## src/rtl/dcache_data_ctrl_pkg.sv

```systemverilog
// Shared definitions for the data-cache data RAM sequencer: geometry
// defaults and the controller state encoding.
package dcache_data_ctrl_pkg;

   // Default cache geometry: 64 sets, 8 words per line.
   localparam int D_INDEX_WIDTH = 6;
   localparam int D_WO_WIDTH    = 3;
   localparam int D_LINE_WORDS  = 1 << D_WO_WIDTH;

   typedef enum logic [1:0] {
      DDC_IDLE = 2'd0,
      DDC_WB   = 2'd1,
      DDC_FILL = 2'd2,
      DDC_DONE = 2'd3
   } ddc_state_e;

endpackage

```

## src/rtl/dcache_data_ctrl_if.sv

```systemverilog
// Bundle of CPU, maintenance, memory-bus and ddram-port signals around the
// data RAM sequencer. slave = the controller, master = its surroundings.
interface dcache_data_ctrl_if #(
   parameter int DW = 32,
   parameter int IW = dcache_data_ctrl_pkg::D_INDEX_WIDTH,
   parameter int WO = dcache_data_ctrl_pkg::D_WO_WIDTH
) ();

   // CPU word access
   logic          cpu_req;
   logic          cpu_we;
   logic [IW-1:0] cpu_index;
   logic [1:0]    cpu_way;
   logic [WO-1:0] cpu_offset;
   logic [DW-1:0] cpu_wdata;
   logic [DW-1:0] cpu_rdata;
   logic          cpu_ack;

   // Line maintenance control
   logic          fill_start;
   logic          wb_start;
   logic [IW-1:0] line_index;
   logic [1:0]    line_way;
   logic          busy;
   logic          done;

   // Memory bus
   logic [DW-1:0] mem_rdata;
   logic          mem_rvalid;
   logic          mem_rready;
   logic [DW-1:0] mem_wdata;
   logic          mem_wvalid;
   logic          mem_wready;
   logic          mem_wlast;

   // ddram port
   logic [IW-1:0] ram_index;
   logic [1:0]    ram_way;
   logic [WO-1:0] ram_offset;
   logic [DW-1:0] ram_din;
   logic          ram_we;
   logic          ram_en;
   logic [DW-1:0] ram_dout0;
   logic [DW-1:0] ram_dout1;
   logic [DW-1:0] ram_dout2;
   logic [DW-1:0] ram_dout3;

   modport slave (
      input  cpu_req, cpu_we, cpu_index, cpu_way, cpu_offset, cpu_wdata,
      output cpu_rdata, cpu_ack,
      input  fill_start, wb_start, line_index, line_way,
      output busy, done,
      input  mem_rdata, mem_rvalid, mem_wready,
      output mem_rready, mem_wdata, mem_wvalid, mem_wlast,
      output ram_index, ram_way, ram_offset, ram_din, ram_we, ram_en,
      input  ram_dout0, ram_dout1, ram_dout2, ram_dout3
   );

   modport master (
      output cpu_req, cpu_we, cpu_index, cpu_way, cpu_offset, cpu_wdata,
      input  cpu_rdata, cpu_ack,
      output fill_start, wb_start, line_index, line_way,
      input  busy, done,
      output mem_rdata, mem_rvalid, mem_wready,
      input  mem_rready, mem_wdata, mem_wvalid, mem_wlast,
      input  ram_index, ram_way, ram_offset, ram_din, ram_we, ram_en,
      output ram_dout0, ram_dout1, ram_dout2, ram_dout3
   );

endinterface

```

## src/rtl/dcache_data_ctrl_way_mux.sv

```systemverilog
// 4:1 way selector over the four ddram read-data buses. Shared by the CPU
// load path and the writeback path.
module dcache_data_ctrl_way_mux #(
   parameter int DW = 32
) (
   input  logic [1:0]    i_sel,
   input  logic [DW-1:0] i_d0,
   input  logic [DW-1:0] i_d1,
   input  logic [DW-1:0] i_d2,
   input  logic [DW-1:0] i_d3,
   output logic [DW-1:0] o_q
);

   // Pick the read word of the selected way.
   always_comb begin
      o_q = i_d0;
      case (i_sel)
         2'd0:    o_q = i_d0;
         2'd1:    o_q = i_d1;
         2'd2:    o_q = i_d2;
         default: o_q = i_d3;
      endcase
   end

endmodule

```

## src/rtl/dcache_data_ctrl.sv

```systemverilog
// Data RAM sequencer: arbitrates the single ddram port between CPU word
// accesses and line writeback / refill bursts.
module dcache_data_ctrl
   import dcache_data_ctrl_pkg::*;
#(
   parameter int DW = 32,
   parameter int IW = D_INDEX_WIDTH,
   parameter int WO = D_WO_WIDTH
) (
   input  logic               clk,
   input  logic               rst_n,
   dcache_data_ctrl_if.slave  bus
);

   localparam logic [WO-1:0] LAST_WORD = '1;

   ddc_state_e    r_state;
   ddc_state_e    w_state_next;
   logic [WO-1:0] r_cnt;
   logic [WO-1:0] w_cnt_next;
   logic          r_pend;
   logic          w_pend_next;
   logic [IW-1:0] r_index;
   logic [IW-1:0] w_index_next;
   logic [1:0]    r_way;
   logic [1:0]    w_way_next;
   logic [DW-1:0] r_rdata;
   logic          r_ack;
   logic          w_accept;
   logic [1:0]    w_mux_sel;
   logic [DW-1:0] w_mux_q;

   // During writeback the mux follows the latched way, otherwise the CPU way.
   assign w_mux_sel = (r_state == DDC_WB) ? r_way : bus.cpu_way;

   dcache_data_ctrl_way_mux #(.DW(DW)) u_way_mux (
      .i_sel (w_mux_sel),
      .i_d0  (bus.ram_dout0),
      .i_d1  (bus.ram_dout1),
      .i_d2  (bus.ram_dout2),
      .i_d3  (bus.ram_dout3),
      .o_q   (w_mux_q)
   );

   // Kept out of the FSM block so the RAM address never depends on read data.
   assign bus.mem_wdata = (r_state == DDC_WB) ? w_mux_q : '0;
   assign bus.cpu_rdata = r_rdata;
   assign bus.cpu_ack   = r_ack;
   assign bus.busy      = (r_state != DDC_IDLE);
   assign bus.done      = (r_state == DDC_DONE);

   // State, counter, latched line address and registered CPU response.
   always_ff @(posedge clk or negedge rst_n) begin
      if (!rst_n) begin
         r_state <= DDC_IDLE;
         r_cnt   <= '0;
         r_pend  <= 1'b0;
         r_index <= '0;
         r_way   <= '0;
         r_rdata <= '0;
         r_ack   <= 1'b0;
      end else begin
         r_state <= w_state_next;
         r_cnt   <= w_cnt_next;
         r_pend  <= w_pend_next;
         r_index <= w_index_next;
         r_way   <= w_way_next;
         r_ack   <= w_accept;
         if (w_accept) begin
            r_rdata <= w_mux_q;
         end
      end
   end

   // Next-state logic and RAM / memory-bus port drive.
   always_comb begin
      w_state_next   = r_state;
      w_cnt_next     = r_cnt;
      w_pend_next    = r_pend;
      w_index_next   = r_index;
      w_way_next     = r_way;
      w_accept       = 1'b0;
      bus.ram_index  = '0;
      bus.ram_way    = '0;
      bus.ram_offset = '0;
      bus.ram_din    = '0;
      bus.ram_we     = 1'b0;
      bus.ram_en     = 1'b0;
      bus.mem_rready = 1'b0;
      bus.mem_wvalid = 1'b0;
      bus.mem_wlast  = 1'b0;

      case (r_state)
         DDC_IDLE: begin
            if (bus.wb_start) begin
               // A simultaneous fill is remembered and runs after the eviction.
               w_state_next = DDC_WB;
               w_pend_next  = bus.fill_start;
               w_index_next = bus.line_index;
               w_way_next   = bus.line_way;
               w_cnt_next   = '0;
            end else if (bus.fill_start) begin
               w_state_next = DDC_FILL;
               w_pend_next  = 1'b0;
               w_index_next = bus.line_index;
               w_way_next   = bus.line_way;
               w_cnt_next   = '0;
            end else if (bus.cpu_req && !r_ack) begin
               // No acceptance in the ack cycle: each request is served once.
               w_accept       = 1'b1;
               bus.ram_en     = 1'b1;
               bus.ram_we     = bus.cpu_we;
               bus.ram_index  = bus.cpu_index;
               bus.ram_way    = bus.cpu_way;
               bus.ram_offset = bus.cpu_offset;
               bus.ram_din    = bus.cpu_wdata;
            end
         end

         DDC_WB: begin
            bus.ram_en     = 1'b1;
            bus.ram_index  = r_index;
            bus.ram_way    = r_way;
            bus.ram_offset = r_cnt;
            bus.mem_wvalid = 1'b1;
            bus.mem_wlast  = (r_cnt == LAST_WORD);
            if (bus.mem_wready) begin
               w_cnt_next = r_cnt + 1'b1;
               if (r_cnt == LAST_WORD) begin
                  w_state_next = r_pend ? DDC_FILL : DDC_DONE;
                  w_pend_next  = 1'b0;
               end
            end
         end

         DDC_FILL: begin
            bus.mem_rready = 1'b1;
            bus.ram_index  = r_index;
            bus.ram_way    = r_way;
            bus.ram_offset = r_cnt;
            bus.ram_din    = bus.mem_rdata;
            bus.ram_en     = bus.mem_rvalid;
            bus.ram_we     = bus.mem_rvalid;
            if (bus.mem_rvalid) begin
               w_cnt_next = r_cnt + 1'b1;
               if (r_cnt == LAST_WORD) begin
                  w_state_next = DDC_DONE;
               end
            end
         end

         default: begin
            w_state_next = DDC_IDLE;
         end
      endcase
   end

endmodule

```

## src/flat_wrapper.sv

```systemverilog
// flat-port wrapper written by rule: the top's interface ports become plain ports
module dcache_data_ctrl_flat import dcache_data_ctrl_pkg::*;
#(
   parameter int DW = 32,
   parameter int IW = D_INDEX_WIDTH,
   parameter int WO = D_WO_WIDTH
)
  (clk, rst_n, bus_cpu_req, bus_cpu_we, bus_cpu_index, bus_cpu_way, bus_cpu_offset, bus_cpu_wdata, bus_cpu_rdata, bus_cpu_ack, bus_fill_start, bus_wb_start, bus_line_index, bus_line_way, bus_busy, bus_done, bus_mem_rdata, bus_mem_rvalid, bus_mem_wready, bus_mem_rready, bus_mem_wdata, bus_mem_wvalid, bus_mem_wlast, bus_ram_index, bus_ram_way, bus_ram_offset, bus_ram_din, bus_ram_we, bus_ram_en, bus_ram_dout0, bus_ram_dout1, bus_ram_dout2, bus_ram_dout3);
  dcache_data_ctrl_if #(.DW(DW), .IW(IW), .WO(WO)) bus_i ();
  input  logic clk;
  input  logic rst_n;
  input wire logic [$bits(bus_i.cpu_req)-1:0] bus_cpu_req;
  input wire logic [$bits(bus_i.cpu_we)-1:0] bus_cpu_we;
  input wire logic [$bits(bus_i.cpu_index)-1:0] bus_cpu_index;
  input wire logic [$bits(bus_i.cpu_way)-1:0] bus_cpu_way;
  input wire logic [$bits(bus_i.cpu_offset)-1:0] bus_cpu_offset;
  input wire logic [$bits(bus_i.cpu_wdata)-1:0] bus_cpu_wdata;
  output wire logic [$bits(bus_i.cpu_rdata)-1:0] bus_cpu_rdata;
  output wire logic [$bits(bus_i.cpu_ack)-1:0] bus_cpu_ack;
  input wire logic [$bits(bus_i.fill_start)-1:0] bus_fill_start;
  input wire logic [$bits(bus_i.wb_start)-1:0] bus_wb_start;
  input wire logic [$bits(bus_i.line_index)-1:0] bus_line_index;
  input wire logic [$bits(bus_i.line_way)-1:0] bus_line_way;
  output wire logic [$bits(bus_i.busy)-1:0] bus_busy;
  output wire logic [$bits(bus_i.done)-1:0] bus_done;
  input wire logic [$bits(bus_i.mem_rdata)-1:0] bus_mem_rdata;
  input wire logic [$bits(bus_i.mem_rvalid)-1:0] bus_mem_rvalid;
  input wire logic [$bits(bus_i.mem_wready)-1:0] bus_mem_wready;
  output wire logic [$bits(bus_i.mem_rready)-1:0] bus_mem_rready;
  output wire logic [$bits(bus_i.mem_wdata)-1:0] bus_mem_wdata;
  output wire logic [$bits(bus_i.mem_wvalid)-1:0] bus_mem_wvalid;
  output wire logic [$bits(bus_i.mem_wlast)-1:0] bus_mem_wlast;
  output wire logic [$bits(bus_i.ram_index)-1:0] bus_ram_index;
  output wire logic [$bits(bus_i.ram_way)-1:0] bus_ram_way;
  output wire logic [$bits(bus_i.ram_offset)-1:0] bus_ram_offset;
  output wire logic [$bits(bus_i.ram_din)-1:0] bus_ram_din;
  output wire logic [$bits(bus_i.ram_we)-1:0] bus_ram_we;
  output wire logic [$bits(bus_i.ram_en)-1:0] bus_ram_en;
  input wire logic [$bits(bus_i.ram_dout0)-1:0] bus_ram_dout0;
  input wire logic [$bits(bus_i.ram_dout1)-1:0] bus_ram_dout1;
  input wire logic [$bits(bus_i.ram_dout2)-1:0] bus_ram_dout2;
  input wire logic [$bits(bus_i.ram_dout3)-1:0] bus_ram_dout3;
  assign bus_i.cpu_req = bus_cpu_req;
  assign bus_i.cpu_we = bus_cpu_we;
  assign bus_i.cpu_index = bus_cpu_index;
  assign bus_i.cpu_way = bus_cpu_way;
  assign bus_i.cpu_offset = bus_cpu_offset;
  assign bus_i.cpu_wdata = bus_cpu_wdata;
  assign bus_cpu_rdata = bus_i.cpu_rdata;
  assign bus_cpu_ack = bus_i.cpu_ack;
  assign bus_i.fill_start = bus_fill_start;
  assign bus_i.wb_start = bus_wb_start;
  assign bus_i.line_index = bus_line_index;
  assign bus_i.line_way = bus_line_way;
  assign bus_busy = bus_i.busy;
  assign bus_done = bus_i.done;
  assign bus_i.mem_rdata = bus_mem_rdata;
  assign bus_i.mem_rvalid = bus_mem_rvalid;
  assign bus_i.mem_wready = bus_mem_wready;
  assign bus_mem_rready = bus_i.mem_rready;
  assign bus_mem_wdata = bus_i.mem_wdata;
  assign bus_mem_wvalid = bus_i.mem_wvalid;
  assign bus_mem_wlast = bus_i.mem_wlast;
  assign bus_ram_index = bus_i.ram_index;
  assign bus_ram_way = bus_i.ram_way;
  assign bus_ram_offset = bus_i.ram_offset;
  assign bus_ram_din = bus_i.ram_din;
  assign bus_ram_we = bus_i.ram_we;
  assign bus_ram_en = bus_i.ram_en;
  assign bus_i.ram_dout0 = bus_ram_dout0;
  assign bus_i.ram_dout1 = bus_ram_dout1;
  assign bus_i.ram_dout2 = bus_ram_dout2;
  assign bus_i.ram_dout3 = bus_ram_dout3;
  dcache_data_ctrl #(.DW(DW), .IW(IW), .WO(WO)) u_core (.clk(clk), .rst_n(rst_n), .bus(bus_i));
endmodule
```

## config.mk

```make
export PLATFORM = sky130hd
export DESIGN_NAME = dcache_data_ctrl_flat
export DESIGN_NICKNAME = d
export VERILOG_FILES = /design/src/rtl/dcache_data_ctrl_pkg.sv /design/src/rtl/dcache_data_ctrl_if.sv /design/src/rtl/dcache_data_ctrl_way_mux.sv /design/src/rtl/dcache_data_ctrl.sv /design/src/flat_wrapper.sv
export SDC_FILE = /design/constraint.sdc
export NUM_CORES = 1
export LEC_CHECK = 0
export ABC_CLOCK_PERIOD_IN_PS = 2850
export CAP_MARGIN = 5
export CORE_AREA = 2 2 130 132
export CTS_BUF_LIST = sky130_fd_sc_hd__clkbuf_8
export DETAILED_ROUTE_END_ITERATION = 12
export DIE_AREA = 0 0 132 134
export GPL_TIMING_DRIVEN = 0
export HOLD_SLACK_MARGIN = 0.15
export SYNTH_ARGS = -nofsm -noshare
export SYNTH_HDL_FRONTEND = slang
export SYNTH_SLANG_ARGS = --single-unit
```

## constraint.sdc

```tcl
create_clock -name clk -period 2.85 [get_ports clk]
set_input_delay 0.57 -clock clk [delete_from_list [all_inputs] [get_ports clk]]
set_output_delay 0.57 -clock clk [all_outputs]
set_load 0.02 [all_outputs]
```

==> key figures, run 1 <==
Timing
  – Clock Skews: 0.00895 ns
  – Worst Slack Setup Final: -0.0547 ns
  – RSZ-0062 raised after global routing: yes
  – Worst slew pin tran: 0.790 ns
  – Max Freq: approximately 340 MHz
  – # setup viols final: 5
  – Min Clock Period, post-route: ~2.9 ns
  – Hold WS: 0.290 ns
  – Final Hold Vio Count: 0
  – Final period utilization: 102%
  – Slew Limit Fails: 0
  – Max_slew headroom: 47.0%

Finish
  – Util after Layout: about half
  – Nets: 1134
  – Layout cells sized above 1: roughly a quarter
  – Synthesis-to-finish area growth: 108%

Die
  – Num rows: between 40 and 50
  – Die height: 134 µm
  – Starting Density: 24.0%
  – Die Wd: between 100 and 150 µm
  – Placeable Area: 16300 µm²
  – Die ar.: 17700 µm²
  – Top-level port count: 334

Logic synthesis
  – Post-synth EDFFs: 0
  – Post-synth ARST share: 100%
  – Leading area contributor after synthesis: dfrtp_1
  – Cell area after synthesis: between 3000 and 4000 µm²
  – Most frequent cells after synthesis: 97 x o21ai_0, 65 x nor2_1, 47 x dfrtp_1, 47 x o21ai_1, 38 x nand2_1
  – Register area share after synthesis: 30.1%
  – Synth cell types: 37
  – Area contributors post-synth: dfrtp_1 30%, o21ai_0 12%, a22o_1 7.4%
  – Top-area cell type share of the netlist area: between 30% and 40%
  – Synthesized area per cell: 7.75 µm²
  – Top-count cell post-synth: o21ai_0
  – Mapped Nets: 730
  – YS warnings: 0
  – Syn Inst Count: between 500 and 600
  – FF+latch count, synth: 47
  – Most used DFF post-synth: dfrtp_1

Setup path
  – Critical Path Sink: bus_mem_wdata[27]
  – Crit-path max FO: 9
  – Worst reg2reg endpoint: u_core.bus.cpu_rdata[23]
  – Data arrival time of the critical path: 2.33 ns
  – Startpoint types: flip-flop
  – Reg2Reg Launch Point: u_core.r_state[0]
  – Crit end category: output pin
  – Setup slack, reg-to-reg: 0.26 ns
  – Critical setup path kind: reg -> out
  – Crit. Startpoint: u_core.r_state[0]
  – CP required: 2.28 ns
  – Reg2reg path depth: 15

Status
  – Status: finished, violations left
  – Failing checks: setup timing

Clocking
  – Root Buffer: clkbuf_8
  – CTS Buf Count: 5
  – Sink Count: 47
  – CTS tree: built
  – Worst skew pair latency: 0.31 ns
  – Htree depth: 2
  – Clock Path Buffers: 2
  – Clock-pin slew on the worst setup and hold paths: approximately 0.1 ns

Drt
  – Residual DRC: 0
  – Via density: 4.93
  – Vias: 5565
  – DRT antenna net count: 0
  – Routed WL: between 20 and 25 mm
  – Number of DRC violations after detailed-routing iteration 0: 427
  – WL/cell: 20.3 µm
  – DR pass1 iterations: 9

Global route
  – Vias in the first global route: roughly 5700
  – Largest net degree at the start of global routing: 28
  – Initial antenna violation count: 1
  – Global router's overall resource usage: 24.8%
  – First-pass GRT wire length: 34.2 mm
  – GRT Residual Overflow: 0

Power and ir drop
  – Cell internal pwr: 0.00396 W
  – Leak: ~3.5 nW
  – Sequential Power Share: 15.4%
  – Combinational share of power: roughly 80%
  – Sw Ratio: between 40% and 50%
  – Net Switching: 0.00362 W
  – Clk pwr share: 5.8%
  – Pwr Density: between 900 and 1000 nW/µm²
  – Total power: 0.00757 W
  – Peak VDD IR: 0.453 mV

Place
  – GP Congestion: 0.824
  – Number of port buffers: approximately 330
  – HPWL Detailed: 17.4 mm

Worst hold path
  – Worst Hold Class: in -> async

Job
  – Maximum capacitance violations: 0
power groups by stage:
stage	registers (W)	clock network, W	logic, W
after floorplan	0.00138	0	0.00261
after CTS	0.00116	0.000454	0.00576
after global routing	0.00121	0.000484	0.00638
after global placement	0.00117	0	0.00522
final	0.00117	0.000442	0.00596
after detailed placement	0.00117	0	0.00521
routing by layer:
metal,global-route usage [%],vias to the layer above,wire length [µm]
met3,7.03,36,1750
met1,32.0,2626,9950
met2,41.1,228,10700
met5,0,-,13
li1,-,2673,-
met4,5.68,2,495
flip-flops by register name, indices dropped and copies added, names as in the netlist:
| register | flops |
|---|---|
| u_core.r_way | 2 |
| u_core.r_cnt | 3 |
| u_core.r_index | 6 |
| u_core.r_state | 2 |
| u_core.bus.cpu_rdata | 32 |
| u_core.r_pend | 1 |
| u_core.bus.cpu_ack | 1 |
layout by cell type (no fill, tap or decap), types with 13 or more instances in the layout:
| cell type | count |
|---|---|
| buf_6 | 13 |
| a221oi_2 | 14 |
| o21ai_0 | 89 |
| inv_1 | 25 |
| dfrtp_1 | 45 |
| buf_4 | 81 |
| a222oi_1 | 18 |
| a22o_1 | 32 |
| buf_2 | 52 |
| o21ai_1 | 53 |
| nand2_1 | 38 |
| clkdlybuf4s50_1 | 251 |
| nor2_1 | 64 |
per-stage QoR:
step	TNS [ns]	area [µm²]	setup WS [ns]	std cells
after floorplan	0	3900	0.328	504
after global placement	-75.77	7510	-0.852	1057
after detailed placement	-53.64	7530	-0.825	1058
after CTS	-2.43	8120	-0.111	1114
after global routing	-1.00	8120	-0.130	1128
final	-0.108	8130	-0.0547	1129
logic make-up (layout without fill, tap and decap cells):
group | count (synthesis) | count (layout) | synth area share, %
multiplexers | 12 | 12 | 3.75
AO/OA/AOI/OAI | 247 | 247 | 42.5
adder cells (fa/ha/maj) | 7 | 7 | 2.24
flip-flops | 47 | 47 | 30.1
buffers and inverters | 74 | 478 | 9.01
AND/OR/NAND/NOR | 117 | 117 | 12.4
other | 0 | 1 | 0
critical path, stage by stage (launching register included):
cell      delay, ns
dfrtp_2        0.46
ha_4           0.20
buf_12         0.15
a21oi_4        0.17
buf_12         0.14
buf_8          0.10
o21ai_1        0.06
a222oi_1       0.35
buf_4          0.20
nor2_2         0.04
buf_4          0.16
worst min-delay path by stage:
stage / startpoint / to / slack, ns / cells past startpoint
2_1_floorplan: rst_n / u_core.bus.cpu_ack / 0.27 / 0
6_report: rst_n / u_core.bus.cpu_rdata[18] / 0.29 / 1
3_3_place_gp: u_core.bus.cpu_rdata[31] / u_core.bus.cpu_rdata[31] / 0.47 / 2
5_1_grt: rst_n / u_core.bus.cpu_rdata[18] / 0.33 / 1
4_1_cts: rst_n / u_core.bus.cpu_rdata[10] / 0.31 / 1
3_5_place_dp: u_core.bus.cpu_rdata[11] / u_core.bus.cpu_rdata[11] / 0.48 / 2
timing repair:
action / in CTS / in global routing
endpoints found under the setup margin: 78 / 76
cloned: 1 / 0
pin swaps: 21 / 28
setup buffers: 49 / 15
gates resized for setup: 323 / 87
hold buffers: 0 / 0
cell type report:
type / instances / area, µm²
fillers: 1610 / 8160
clock buffers: 6 / 82.6
clock inverters: 1 / 5.00
repair buffers: 399 / 3580
flip-flops and latches: 47 / 1180
plain buffers: 44 / 384
diodes: 1 / 2.50
inverters: 28 / 110
well taps: 220 / 275
multi-input cells: 383 / 2510
Note: power is estimated with default switching activity, not from simulation.
==> inputs of run 2 (changes only) <==
--- a/config.mk
+++ b/config.mk
@@ -13,6 +13,7 @@
 export DIE_AREA = 0 0 132 134
 export GPL_TIMING_DRIVEN = 0
 export HOLD_SLACK_MARGIN = 0.15
+export REMOVE_ABC_BUFFERS = 1
 export SYNTH_ARGS = -nofsm -noshare
 export SYNTH_HDL_FRONTEND = slang
 export SYNTH_SLANG_ARGS = --single-unit
==> run 2 against run 1 <==
The run still ends with setup timing left. Non-clock buffer count is 32 higher. Count of clock-buffer cells in the layout is 1 lower. Combinational power is 17% higher. Sequential share of layout area is 0.79 points lower. Global-route usage is 2.2 points higher. Critical endpoint is now u_core.bus.cpu_rdata[3].
==> key figures, run 2 (synthesis results as in run 1) <==
Status
  – Status: finished, violations left
  – Failing checks: setup timing

Power and ir drop
  – Sw Ratio: 46.3% (-1.5 points)
  – Sequential Power Share: 13.9% (-1.5 points)
  – Pwr Density: 990 nW/µm² (+6.2%)
  – Clk pwr share: 4.7% (-1.1 points)
  – Combinational share of power: 81.5% (+2.8 points)
  – Leak: 3.75 nW (+6.4%)
  – Peak VDD IR: 0.370 mV (-18%)
  – Cell internal pwr: 0.00459 W (+16%)
  – Net Switching: 0.00395 W (+9.2%)

Timing
  – Min Clock Period, post-route: 2.94 ns (+0.0330 ns)
  – Worst Slack Setup Final: -0.0877 ns (-0.0330 ns)
  – Final Hold Vio Count: 0 (unchanged)
  – Max Freq: 340 MHz (-1.1%)
  – Max_slew headroom: 34.2% (-13 points)
  – # setup viols final: 3 (-2)
  – Clock Skews: 0.00724 ns (-0.00171 ns)
  – RSZ-0062 raised after global routing: yes
  – Slew Limit Fails: 0 (unchanged)
  – Worst slew pin tran: 0.980 ns (+0.190 ns)
  – Final period utilization: 103% (+1.2 points)

Global route
  – Vias in the first global route: 6387 (+12%)
  – Initial antenna violation count: 0 (-1)
  – Largest net degree at the start of global routing: 40 (+43%)
  – First-pass GRT wire length: 36.9 mm (+8.2%)
  – Global router's overall resource usage: 27.0% (+2.2 points)
  – GRT Residual Overflow: 0 (unchanged)

Clocking
  – Worst skew pair latency: 0.31 ns (about the same)
  – Clock-pin slew on the worst setup and hold paths: 0.09 ns (about the same)
  – Clock Path Buffers: 2 (unchanged)
  – Sink Count: 47 (unchanged)
  – Htree depth: 2 (unchanged)
  – Root Buffer: clkbuf_8
  – CTS tree: built
  – CTS Buf Count: 5 (unchanged)

Setup path
  – Critical setup path kind: reg -> reg
  – Data arrival time of the critical path: 3.17 ns (+0.84 ns)
  – Crit-path slowest cell: dfrtp_4
  – Crit-path max FO: 18 (+9)
  – Startpoint types: flip-flop
  – Highest cell delay on the worst timing path: 0.54 ns (+0.08 ns)
  – CP required: 3.09 ns (+0.81 ns)
  – CP dominant cell by count: buf_4
  – Crit end category: flip-flop
  – Crit-path cells: or2_4 -> buf_4 -> o21ai_1 -> a222oi_1 -> buf_4 -> buf_4 -> buf_4 -> buf_4 -> buf_4 -> buf_4 -> buf_4 -> buf_4 -> buf_4 -> buf_4 -> buf_4 -> o21ai_1

Finish
  – Nets: 1168 (+3.0%)
  – Number of diodes: 0 (-1)
  – Layout cells sized above 1: 29.5% (+4.0 points)
  – Synthesis-to-finish area growth: 121%
  – Post-Layout Cell Count: 1161 (+2.8%)
  – Max reg flops: 32 (unchanged)
  – Util after Layout: 52.9% (+3.0 points)
  – Commonest non-fill, non-tap cell in the layout: clkdlybuf4s50_1
  – Commonest cells after routing, fill and taps aside: 252 x clkdlybuf4s50_1, 138 x buf_4, 95 x o21ai_0

Drt
  – Met2 Routed Length: 12.6 mm (+18%)
  – Number of DRC violations after detailed-routing iteration 0: 352 (-18%)
  – Residual DRC: 0 (unchanged)
  – WL/cell: 21.5 µm (+5.8%)
  – DR pass1 iterations: 8 (-1)
  – WL met1: 9.39 mm (-5.6%)
  – Vias: 6088 (+9.4%)
  – Via density: 5.24 (+6.4%)
  – DRT antenna net count: 0 (unchanged)
  – Top routing layer in use: met4
  – Met3 WL: 1.82 mm (+4.2%)
  – Routed WL: 25.0 mm (+8.8%)

Job
  – Maximum capacitance violations: 0 (unchanged)

Place
  – Number of port buffers: 333 (unchanged)
  – HPWL Detailed: 15.7 mm (-10%)
  – Pre-CTS setup slack: -2.43 ns (-1.60 ns)
  – Cells after DPL: 1014 (-4.2%)
  – GP Congestion: 0.856 (+3.8%)

Worst hold path
  – Worst Hold Class: in -> async

Die
  – Top-level port count: 334 (unchanged)
  – Num rows: 47 (unchanged)
  – Placeable Area: 16300 µm² (unchanged)
  – Die height: 134 µm (unchanged)
  – Die Wd: 132 µm (unchanged)
  – Die ar.: 17700 µm² (unchanged)
  – Starting Density: 24.0% (unchanged)
run 2: power by group through the flow:
| stage | logic [W] | registers [W] | clock network (W) |
|---|---|---|---|
| 2_1_floorplan | 0.00241 | 0.00141 | 0 |
| 3_3_place_gp | 0.00497 | 0.00120 | 0 |
| 3_5_place_dp | 0.00508 | 0.00122 | 0 |
| 4_1_cts | 0.00637 | 0.00122 | 0.000421 |
| 5_1_grt | 0.00736 | 0.00122 | 0.000443 |
| 6_report | 0.00695 | 0.00118 | 0.000400 |
run 2: routing by layer:
layer  vias to the layer above  global-route usage, %
li1                       2747                      -
met1                      2882                   29.2
met2                       382                   49.0
met3                        77                   6.12
met4                         0                   14.6
met5                         -                      0
run 2: what timing repair did:
action | CTS | global route
hold buffers | 0 | 0
pin swaps | 28 | 12
cloned | 3 | 0
buffers inserted | 122 | 17
resized for setup | 352 | 54
setup endpoints to repair | 113 | 75
run 2: through the flow:
stage	hold slack (ns)	TNS (ns)	cell area (µm²)	total power, W
floorplan	0.274	-45.24	3660	0.00382
finish	0.234	-0.213	8620	0.00854
CTS	0.240	0	8360	0.00801
global placement	0.471	-266.07	7270	0.00617
global route	0.272	-2.80	8620	0.00902
detailed placement	0.476	-192.42	7340	0.00630
run 2: area by class of cell:
type / count / area, µm²
clock buffers: 5 / 68.8
clock inverters: 1 / 3.75
fillers: 1509 / 7670
inverters: 28 / 121
multi-input cells: 384 / 2600
flip-flops and latches: 47 / 1180
well taps: 220 / 275
repair buffers: 475 / 4340
repair inverters: 1 / 30.0
run 2: critical path, delay by kind of cell (launching register included):
kind	cells	cell delay (ns)
buffers and inverters	12	1.62
AOI/OAI and AO/OA	3	0.44
and+or+nand+nor	1	0.27
DFF	1	0.54
run 2: final timing paths:
path | startpoint | end | slack (ns) | depth (start not counted)
setup / recovery | u_core.r_way[0] | u_core.bus.cpu_rdata[3] | -0.09 | 16
hold / removal | rst_n | u_core.bus.cpu_rdata[11] | 0.23 | 1
setup reg to reg | u_core.r_way[0] | u_core.bus.cpu_rdata[3] | -0.09 | 16
hold reg to reg | u_core.bus.cpu_rdata[12] | u_core.bus.cpu_rdata[12] | 0.49 | 2
max in group asynchronous | rst_n | u_core.r_state[0] | 2.05 | 2
min in group clk | u_core.bus.cpu_rdata[12] | u_core.bus.cpu_rdata[12] | 0.49 | 2
==> inputs of run 3 (changes only) <==
--- a/config.mk
+++ b/config.mk
@@ -5,7 +5,7 @@
 export SDC_FILE = /design/constraint.sdc
 export NUM_CORES = 1
 export LEC_CHECK = 0
-export ABC_CLOCK_PERIOD_IN_PS = 2850
+export ABC_CLOCK_PERIOD_IN_PS = 2900
 export CAP_MARGIN = 5
 export CORE_AREA = 2 2 130 132
 export CTS_BUF_LIST = sky130_fd_sc_hd__clkbuf_8
@@ -14,6 +14,7 @@
 export GPL_TIMING_DRIVEN = 0
 export HOLD_SLACK_MARGIN = 0.15
 export REMOVE_ABC_BUFFERS = 1
+export SLEW_MARGIN = 20
 export SYNTH_ARGS = -nofsm -noshare
 export SYNTH_HDL_FRONTEND = slang
 export SYNTH_SLANG_ARGS = --single-unit
==> constraint.sdc (replaced) <==
create_clock -name clk -period 2.9 [get_ports clk]
set_input_delay 0.58 -clock clk [delete_from_list [all_inputs] [get_ports clk]]
set_output_delay 0.58 -clock clk [all_outputs]
set_load 0.02 [all_outputs]
==> run 3 against run 2 <==
The run still ends with setup timing left. Non-clock buffer count down 22. Clock skew up 0.0038 ns. Via count down 1.7%. Cell count down 1.6%. Global-route usage down 0.76 points. Count of clock-buffer cells in the layout up 2. Die area unchanged. Largest cell class unchanged.
==> key figures, run 3 (synthesis results as in run 1) <==
Finish
  – Filler cell count: 1550 (+2.7%)
  – Layout cells sized above 1: 29.4% (-0.15 points)
  – Number of diodes: 0 (unchanged)
  – Commonest non-fill, non-tap cell in the layout: clkdlybuf4s50_1
  – Max reg flops: 32 (unchanged)
  – Synthesis-to-finish area growth: 121%
  – Final instance area: 8610 µm² (-0.13%)
  – Nets: 1147 (-1.8%)
  – Commonest cells after routing, fill and taps aside: 251 x clkdlybuf4s50_1, 122 x buf_4, 85 x o21ai_0
  – Util after Layout: 52.9% (-0.069 points)

Clocking
  – Htree depth: 2 (unchanged)
  – CTS Buf Count: 5 (unchanged)
  – CTS tree: built
  – Clock Path Buffers: 2 (unchanged)
  – Worst skew pair latency: 0.32 ns (about the same)
  – Root Buffer: clkbuf_8
  – Cts-stage hold buffer count: 0 (unchanged)
  – Clock-pin slew on the worst setup and hold paths: 0.10 ns (about the same)
  – Sink Count: 47 (unchanged)

Timing
  – Worst Slack Setup Final: -0.0104 ns (+0.0773 ns)
  – # setup viols final: 5 (+2)
  – Slew Limit Fails: 0 (unchanged)
  – Worst slew pin tran: 0.971 ns (-0.00956 ns)
  – Max Freq: 344 MHz
  – Clock Skews: 0.0111 ns (+0.00384 ns)
  – Final Hold Vio Count: 0 (unchanged)
  – Final period utilization: 100%
  – Max_slew headroom: 34.8% (+0.64 points)
  – Hold WS: 0.281 ns (+0.0472 ns)
  – RSZ-0062 raised after global routing: yes
  – Min Clock Period, post-route: 2.91 ns

Drt
  – Residual DRC: 0 (unchanged)
  – Routed WL: 25.2 mm (+0.86%)
  – Number of DRC violations after detailed-routing iteration 0: 440 (+25%)
  – Vias: 5983 (-1.7%)
  – Via density: 5.24 (about the same)
  – WL/cell: 22.0 µm (+2.5%)
  – DR pass1 iterations: 6 (-2)
  – DRT antenna net count: 0 (unchanged)

Status
  – Failing checks: setup timing
  – Status: finished, violations left

Setup path
  – CP required: 2.32 ns (-0.77 ns)
  – Crit end category: output pin
  – Crit-path max FO: 7 (-11)
  – Highest cell delay on the worst timing path: 0.43 ns (-0.11 ns)
  – Startpoint types: flip-flop
  – Critical setup path kind: reg -> out
  – Crit-path slowest cell: a222oi_1
  – Setup slack, reg-to-reg: 0.20 ns (+0.29 ns)
  – Crit-path cells: inv_2 -> ha_4 -> buf_6 -> a21boi_4 -> buf_12 -> buf_8 -> o21ai_1 -> a222oi_1 -> nor2_1 -> buf_4
  – Data arrival time of the critical path: 2.33 ns (-0.84 ns)

Power and ir drop
  – Pwr Density: 971 nW/µm² (-2.0%)
  – Leak: 3.71 nW (-1.2%)
  – Peak VDD IR: 0.342 mV (-7.5%)

Die
  – Placeable Area: 16300 µm² (unchanged)
  – Top-level port count: 334 (unchanged)
  – Die ar.: 17700 µm² (unchanged)
  – Die height: 134 µm (unchanged)
  – Starting Density: 24.0% (unchanged)
  – Num rows: 47 (unchanged)
  – Die Wd: 132 µm (unchanged)

Global route
  – First-pass GRT wire length: 35.7 mm (-3.3%)
  – GRT Residual Overflow: 0 (unchanged)
  – Vias in the first global route: 6102 (-4.5%)
  – Global router's overall resource usage: 26.3% (-0.76 points)
  – Initial antenna violation count: 0 (unchanged)
  – Largest net degree at the start of global routing: 48 (+20%)

Place
  – Number of port buffers: 333 (unchanged)
  – GP Congestion: 0.856 (unchanged)
  – HPWL Detailed: 15.3 mm (-2.1%)
  – Post-DP Area: 7320 µm² (-0.27%)

Worst hold path
  – Worst Hold Class: in -> async

Job
  – Maximum capacitance violations: 0 (unchanged)
run 3: changes by cell type in the layout (fill, tap and decap cells not counted), moves of 3 or more:
cell and delta:
a221oi_2 -3, buf_2 -10, buf_6 -5, a221oi_4 +3, buf_4 -16, o21ai_0 -10, buf_8 +5, clkbuf_4 -8
clkbuf_2 +13, clkdlybuf4s15_1 -3, o21ai_2 +10
run 3: path summary, 6_finish.rpt:
kind	cells past startpoint	end	start
worst max-delay path	10	bus_mem_wdata[10]	u_core.r_state[1]
worst min register to register	2	u_core.bus.cpu_rdata[19]	u_core.bus.cpu_rdata[19]
max in group asynchronous	1	u_core.r_way[0]	rst_n
worst max register to register	17	u_core.bus.cpu_rdata[13]	u_core.r_state[1]
worst min-delay path	1	u_core.bus.cpu_rdata[10]	rst_n
min in group clk	2	u_core.bus.cpu_rdata[19]	u_core.bus.cpu_rdata[19]
run 3: metrics by stage:
| step | total power, W | worst slack (ns) | std cells | setup TNS (ns) |
|---|---|---|---|---|
| floorplan | 0.00375 | -0.937 | 458 | -40.60 |
| global placement | 0.00606 | -2.93 | 1011 | -259.57 |
| detailed placement | 0.00618 | -2.03 | 1012 | -159.33 |
| CTS | 0.00765 | 0.00109 | 1118 | 0 |
| global route | 0.00880 | -0.114 | 1142 | -2.17 |
| finish | 0.00836 | -0.0104 | 1142 | -0.0274 |
run 3: metal layers:
layer  track usage [%]  vias up  share of wire, %
met4              11.0        0               4.1
met2              48.6      331                51
met5                 0        -                 0
li1                  -     2707                 -
met1              29.5     2883                38
met3              5.03       62               7.4
run 3: power breakdown:
group	total [W]	internal [W]	switching [W]
clock network	0.000463	0.000215	0.000248
registers	0.00120	0.000956	0.000247
logic	0.00669	0.00326	0.00343
run 3: timing repair:
item | CTS | global route
gates cloned | 3 | 2
setup endpoints to repair | 111 | 78
pin swaps | 26 | 41
gates resized for setup | 299 | 132
setup buffers | 95 | 22
run 3: layout make-up:
type	instances	area [µm²]	area share [%]
Sequential cell	47	1180	13.7
Clock inverter	1	3.75	0.0436
Multi-Input combinational cell	384	2670	31.1
Tap cell	220	275	3.20
Timing Repair inverter	2	41.3	0.480
Inverter	28	121	1.41
Clock buffer	7	96.3	1.12
Timing Repair Buffer	453	4220	49.0
run 3: critical path, delay by kind of cell, from the launching register on:
| family | cells | cell delay [ns] |
|---|---|---|
| AO/OA/AOI/OAI | 3 | 0.68 |
| adder cells (fa/ha/maj) | 1 | 0.20 |
| buffers and inverters | 5 | 0.65 |
| flip-flops | 1 | 0.40 |
| AND/OR/NAND/NOR | 1 | 0.08 |
